**src/rtl/sdram_scheduler.sv**
```systemverilog
// Two-port SDRAM command scheduler: arbitrates a video port (A) and a CPU port (B)
// with periodic refresh, steers read data back to the requesting port.
module sdram_scheduler #(
    parameter int unsigned FREQ             = 54_000_000,
    parameter int unsigned REFRESH_INTERVAL = 780,
    parameter int unsigned FAIR_LIMIT       = 2
) (
    input  logic        clk,
    input  logic        resetn,
    input  logic        a_req,
    input  logic        a_wr,
    input  logic [22:0] a_addr,
    input  logic [31:0] a_din32,
    input  logic [3:0]  a_wdm,
    output logic        a_ack,
    output logic [31:0] a_dout32,
    output logic        a_valid,
    input  logic        b_req,
    input  logic        b_wr,
    input  logic [22:0] b_addr,
    input  logic [31:0] b_din32,
    input  logic [3:0]  b_wdm,
    output logic        b_ack,
    output logic [31:0] b_dout32,
    output logic        b_valid,
    output logic        rd,
    output logic        wr,
    output logic        refresh,
    output logic [22:0] addr,
    output logic [31:0] din32,
    output logic [3:0]  wdm,
    input  logic        busy,
    input  logic        data_ready,
    input  logic [31:0] dout32,
    input  logic        enabled,
    output logic        refresh_overrun
);
    // Counter is wide enough for any interval up to ~15 us at FREQ.
    localparam int unsigned REF_MAX = FREQ / 66_667 + 1;
    localparam int unsigned CNT_W   = $clog2((REFRESH_INTERVAL > REF_MAX ? REFRESH_INTERVAL : REF_MAX) + 1);
    localparam int unsigned FAIR_W  = $clog2(FAIR_LIMIT + 2);
    localparam logic [CNT_W-1:0] RELOAD = CNT_W'(REFRESH_INTERVAL - 1);

    typedef enum logic [1:0] {IDLE, START, DONE} state_t;

    state_t             state_q, state_d;
    logic [CNT_W-1:0]   cnt_q, cnt_d;
    logic [FAIR_W-1:0]  fair_q, fair_d;
    logic               pending_q, pending_d;
    logic               overrun_q, overrun_d;
    logic               rd_inflight_q, rd_inflight_d;
    logic               rd_port_q, rd_port_d;
    logic               rd_q, rd_d, wr_q, wr_d, refresh_q, refresh_d;
    logic               a_ack_q, a_ack_d, b_ack_q, b_ack_d;
    logic               a_valid_q, a_valid_d, b_valid_q, b_valid_d;
    logic [22:0]        addr_q, addr_d;
    logic [31:0]        din32_q, din32_d, a_dout32_q, a_dout32_d, b_dout32_q, b_dout32_d;
    logic [3:0]         wdm_q, wdm_d;

    logic go, b_turn, grant_ref, grant_a, grant_b, expire;

    always_comb begin
        go        = (state_q == IDLE) && enabled && !busy;
        b_turn    = b_req && (fair_q >= FAIR_W'(FAIR_LIMIT));
        grant_ref = go && pending_q;
        grant_a   = go && !pending_q && a_req && !b_turn;
        grant_b   = go && !pending_q && b_req && !grant_a;
    end

    always_comb begin
        state_d       = state_q;
        cnt_d         = cnt_q;
        fair_d        = fair_q;
        pending_d     = pending_q;
        overrun_d     = overrun_q;
        rd_inflight_d = rd_inflight_q;
        rd_port_d     = rd_port_q;
        rd_d          = 1'b0;
        wr_d          = 1'b0;
        refresh_d     = 1'b0;
        a_ack_d       = 1'b0;
        b_ack_d       = 1'b0;
        a_valid_d     = 1'b0;
        b_valid_d     = 1'b0;
        addr_d        = addr_q;
        din32_d       = din32_q;
        wdm_d         = wdm_q;
        a_dout32_d    = a_dout32_q;
        b_dout32_d    = b_dout32_q;
        expire        = 1'b0;

        case (state_q)
            IDLE:    if (grant_ref || grant_a || grant_b) state_d = START;
            START:   if (busy) state_d = DONE;
            DONE:    if (!busy) state_d = IDLE;
            default: state_d = IDLE;
        endcase

        if (!enabled) begin
            cnt_d = RELOAD;
        end else if (cnt_q == '0) begin
            cnt_d  = RELOAD;
            expire = 1'b1;
        end else begin
            cnt_d = cnt_q - CNT_W'(1);
        end

        // An expiry coinciding with the issue re-arms pending without counting as a miss.
        if (grant_ref) begin
            refresh_d = 1'b1;
            pending_d = 1'b0;
        end
        if (expire) begin
            if (pending_q && !grant_ref) overrun_d = 1'b1;
            pending_d = 1'b1;
        end

        if (data_ready && rd_inflight_q) begin
            rd_inflight_d = 1'b0;
            if (rd_port_q) begin
                b_dout32_d = dout32;
                b_valid_d  = 1'b1;
            end else begin
                a_dout32_d = dout32;
                a_valid_d  = 1'b1;
            end
        end

        if (grant_a) begin
            rd_d    = !a_wr;
            wr_d    = a_wr;
            addr_d  = a_addr;
            din32_d = a_din32;
            wdm_d   = a_wdm;
            a_ack_d = 1'b1;
            fair_d  = b_req ? fair_q + FAIR_W'(1) : '0;
            if (!a_wr) begin
                rd_inflight_d = 1'b1;
                rd_port_d     = 1'b0;
            end
        end else if (grant_b) begin
            rd_d    = !b_wr;
            wr_d    = b_wr;
            addr_d  = b_addr;
            din32_d = b_din32;
            wdm_d   = b_wdm;
            b_ack_d = 1'b1;
            fair_d  = '0;
            if (!b_wr) begin
                rd_inflight_d = 1'b1;
                rd_port_d     = 1'b1;
            end
        end
    end

    always_ff @(posedge clk or negedge resetn) begin
        if (!resetn) begin
            state_q       <= IDLE;
            cnt_q         <= RELOAD;
            fair_q        <= '0;
            pending_q     <= 1'b0;
            overrun_q     <= 1'b0;
            rd_inflight_q <= 1'b0;
            rd_port_q     <= 1'b0;
            rd_q          <= 1'b0;
            wr_q          <= 1'b0;
            refresh_q     <= 1'b0;
            a_ack_q       <= 1'b0;
            b_ack_q       <= 1'b0;
            a_valid_q     <= 1'b0;
            b_valid_q     <= 1'b0;
            addr_q        <= '0;
            din32_q       <= '0;
            wdm_q         <= '0;
            a_dout32_q    <= '0;
            b_dout32_q    <= '0;
        end else begin
            state_q       <= state_d;
            cnt_q         <= cnt_d;
            fair_q        <= fair_d;
            pending_q     <= pending_d;
            overrun_q     <= overrun_d;
            rd_inflight_q <= rd_inflight_d;
            rd_port_q     <= rd_port_d;
            rd_q          <= rd_d;
            wr_q          <= wr_d;
            refresh_q     <= refresh_d;
            a_ack_q       <= a_ack_d;
            b_ack_q       <= b_ack_d;
            a_valid_q     <= a_valid_d;
            b_valid_q     <= b_valid_d;
            addr_q        <= addr_d;
            din32_q       <= din32_d;
            wdm_q         <= wdm_d;
            a_dout32_q    <= a_dout32_d;
            b_dout32_q    <= b_dout32_d;
        end
    end

    assign rd              = rd_q;
    assign wr              = wr_q;
    assign refresh         = refresh_q;
    assign a_ack           = a_ack_q;
    assign b_ack           = b_ack_q;
    assign a_valid         = a_valid_q;
    assign b_valid         = b_valid_q;
    assign addr            = addr_q;
    assign din32           = din32_q;
    assign wdm             = wdm_q;
    assign a_dout32        = a_dout32_q;
    assign b_dout32        = b_dout32_q;
    assign refresh_overrun = overrun_q;

endmodule
```
**config.mk**
```make
export PLATFORM = sky130hd
export DESIGN_NAME = sdram_scheduler
export DESIGN_NICKNAME = d
export VERILOG_FILES = /design/src/rtl/sdram_scheduler.sv
export SDC_FILE = /design/constraint.sdc
export NUM_CORES = 1
export LEC_CHECK = 0
export CORE_ASPECT_RATIO = 1.5
export CORE_MARGIN = 5
export CORE_UTILIZATION = 46
export CTS_BUF_LIST = sky130_fd_sc_hd__clkbuf_16
export CTS_CLUSTER_SIZE = 20
export DETAILED_ROUTE_END_ITERATION = 12
export GPL_ROUTABILITY_DRIVEN = 0
export PLACE_DENSITY_LB_ADDON = 0.3
export SLEW_MARGIN = 10
export SYNTH_ARGS = -nofsm -noshare
export SYNTH_HDL_FRONTEND = slang
export SYNTH_SLANG_ARGS = --single-unit
```
**constraint.sdc**
```tcl
create_clock -name clk -period 5 [get_ports clk]
set_clock_uncertainty 0.2 [all_clocks]
set_input_delay 1 -clock clk [delete_from_list [all_inputs] [get_ports clk]]
set_output_delay 1 -clock clk [all_outputs]
set_load 0.005 [all_outputs]
```
==> results by group <==
Run status
  • Status: completed

Final layout
  • Final core occ: 72.94%
  • Area delta synth->final: 55.79%
  • Storage cell area: 0.003710 sq mm
  • Fillcell total: 980
  • # diodes: 0
  • Multi-input combinational cell area: 0.002620 sq mm
  • Nets: 892
  • Share of layout cells above drive strength 1: 24.39%

Synthesis
  • Ranking of synthesized cells by area: dfrtp_1 (54%), a2bb2oi_2 (13%), mux2_2 (11%)
  • Yosys cell types: 50
  • Cell Area, Synth: 0.006583 sq mm
  • #FFs+latches synth: 148
  • Number of synthesized flops with an enable pin: 0
  • Synthesized area per cell: 14.53 sq um
  • Post-synth top area cell: dfrtp_1
  • Syn nets: 614
  • Register area share after synthesis: 56.36%
  • Synth top area share: 54.36%
  • Main synth FF type: dfrtp_1
  • Ys Warns: 0
  • Syn Inst Count: 453
  • Asr flop ratio synth: 100.0%

Detailed routing
  • Post-route DRC: 0
  • Total number of vias: 5210
  • Routed Wire Length: 19570 um
  • Detailed Route Iter0 Violations: 207
  • DRT Pass-1 Iters: 5
  • Antenna Nets Post-Route: 0
  • Vias per cell: 5.578
  • Routed WL per cell: 20.96 um

Clocking
  • Post-CTS sizing: 0
  • CTS max path bufs: 2
  • Clock Pin Slew Worst Setup and Hold Paths: 0.06 ns
  • CTS hold repair buffers: 0
  • Root Driver: clkbuf_16
  • Worst-Skew Late Latency: 0.41 ns
  • CTS buffer count: 17
  • CTS tree: yes
  • Post-CTS setup buffer count: 0
  • # H-tree levels: 4
  • Sink Count: 148

Timing
  • Fin crit share: 67.13%
  • Setup TNS: 0 ns
  • Slew Limit Fails: 0
  • Slew headroom: 29.15%
  • Worst Max-Slew Pin Slew: 1.063 ns
  • Crit path time final: 3.356 ns
  • Final-report hold violation count: 0
  • Fmax achieved: 297.9 MHz
  • Setup violations, final: 0
  • RSZ-0062 raised after global routing: no

Job
  • Max-Cap Viols: 0

Die
  • Site Rows: 53
  • DIE WIDTH: 107.7 um
  • Initial Util: 46.82%
  • Boundary pin count: 290
  • Die ar.: 0.01685 sq mm
  • Die height: 156.5 um
  • Core Box Area: 0.01406 sq mm

GRT
  • Initial antenna violation count: 0
  • Grt met2 use: 42.20%
  • Number of global-route vias before repair: 5853
  • First-pass GRT wire length: 30500 um
  • Most Crowded Layer GR: met2
  • M3 GR Usage: 7.676%
  • Largest net degree at the start of global routing: 122
  • Met1 Track Usage GR: 25.60%
  • Gr usage total: 23.33%
  • GRT overflow: 0

Setup path
  • Worst Path Class, Setup: in -> reg
  • Largest stage delay, worst path: 0.69 ns
  • R2r startpoint: state_q[1]
  • CP max FO: 34
  • Critical path startpoint: enabled
  • Critical Path Sink: din32[0]
  • Reg2Reg Capture Point: din32[0]
  • Reg2Reg Setup Slack: 2.45 ns
  • Critical Path Slowest Stage Cell: or4b_1
  • CP arrival: 3.49 ns
  • Worst R2R Path Depth: 4
  • WP data required: 5.14 ns
  • Crit-path cells: clkdlybuf4s50_1 > or4b_1 > nor3_4 > buf_12 > a2bb2oi_1
  • CP startpoint kind: input pin
  • Crit. End Element: flop

Power
  • Leakage power: 4.096 nW
  • Pwr dens: 485.1 mW/mm^2
  • Max VDD drop: 0.0002354 V

Hold path
  • Hold WC Path Type: reg -> reg

Placement
  • PortBufs: 289
  • Final HPWL DP: 14700 um
## synth_stat cells, types with 2 or more instances
cell,instances
dfrtp_1,143
mux2_2,64
o32ai_1,59
a2bb2oi_2,58
clkbuf_1,30
inv_1,9
nor2_1,8
buf_6,6
a21oi_1,5
buf_2,5
dfstp_2,5
nor3_1,4
o21ai_0,4
buf_4,3
nand3_1,3
o41ai_1,3
or4_1,3
ha_1,2
nand3b_1,2
nor2b_1,2
nor4b_1,2
o22ai_1,2
o31ai_1,2
or3_1,2
xor2_1,2
## metrics by stage
step	total power [mW]	hold slack [ns]	instances	setup slack [ns]	cell area (sq um)
global route	5.219	0.3115	934	1.498	10250
detailed placement	3.701	0.2915	904	1.220	9644
floorplan	2.519	0.2427	453	2.332	6583
global placement	3.622	0.2659	904	1.288	9644
finish	4.975	0.2913	934	1.644	10250
CTS	5.028	0.3003	934	1.655	10250
## per-layer routing
layer / share of wire [%] / up-vias
li1: - / 2333
met1: 36 / 2591
met2: 53 / 255
met3: 8.5 / 31
met4: 2.2 / 0
met5: 0 / -
## how the worst min path moves through the flow
| stage | slack (ns) | to | cells after the start | from |
|---|---|---|---|---|
| floorplan | 0.24 | state_q[0] | 1 | state_q[1] |
| global route | 0.31 | b_dout32[12] | 1 | b_dout32[12] |
| detailed placement | 0.29 | state_q[0] | 1 | state_q[1] |
| global placement | 0.27 | state_q[0] | 1 | state_q[1] |
| CTS | 0.30 | state_q[0] | 1 | state_q[1] |
| finish | 0.29 | state_q[0] | 1 | state_q[1] |
## cell type report
| cell class | count | area share, % |
|---|---|---|
| tap | 192 | 2.343 |
| sequential | 148 | 36.18 |
| clock buffer | 17 | 4.148 |
| clock inverter | 13 | 1.806 |
| multi-input combinational | 251 | 25.55 |
| timing repair buffer | 303 | 29.61 |
| inverter | 10 | 0.3660 |
## power breakdown
group / switching (mW) / leakage, nW / internal, mW
clock network: 0.479 / 0.295 / 0.830
logic: 0.553 / 2.04 / 1.23
registers: 0.263 / 1.76 / 1.62
total: 1.29 / 4.10 / 3.68
## cell usage in the layout (no fill, tap or decap), types with 2 or more instances in the layout
master and instances:
clkdlybuf4s50_1 288, buf_4 11, o41ai_1 3, a21oi_1 5, o22ai_1 2, clkinv_2 3, buf_12 3, bufinv_16 4
xor2_1 2, nor2_1 8, or3_1 2, clkinv_4 3, o21ai_0 4, o32ai_1 59, ha_1 2, dfrtp_1 143
mux2_2 64, clkinvlp_4 2, or4_1 3, clkbuf_16 17, o31ai_1 2, nor3_1 4, dfstp_2 5, nand3_1 3
inv_1 9, a2bb2oi_2 58, nor4b_1 2, nand3b_1 2
## sequential cells by signal, summed over array words and instances (netlist names), 2 cells and up
register / cells
a_dout32: 32
b_dout32: 32
din32: 32
addr: 23
cnt_q: 10
wdm: 4
fair_q: 2
state_q: 2
## cells by family (layout without fill, tap and decap cells)
kind of cell	Yosys count	count (layout)	synth area share, %
compound gates	144	144	24.18
xor+xnor	3	3	0.3992
simple gates	37	37	3.555
buf+inv	54	343	4.029
fa+ha+maj	2	2	0.3801
flops	148	148	56.36
mux	65	65	11.10
## critical path: cells and delay by family
family	cells	cell delay (ns)
buffers and inverters	2	0.98
AOI/OAI and AO/OA	1	0.17
and+or+nand+nor	2	1.32
(Power assumes the default switching activity.)
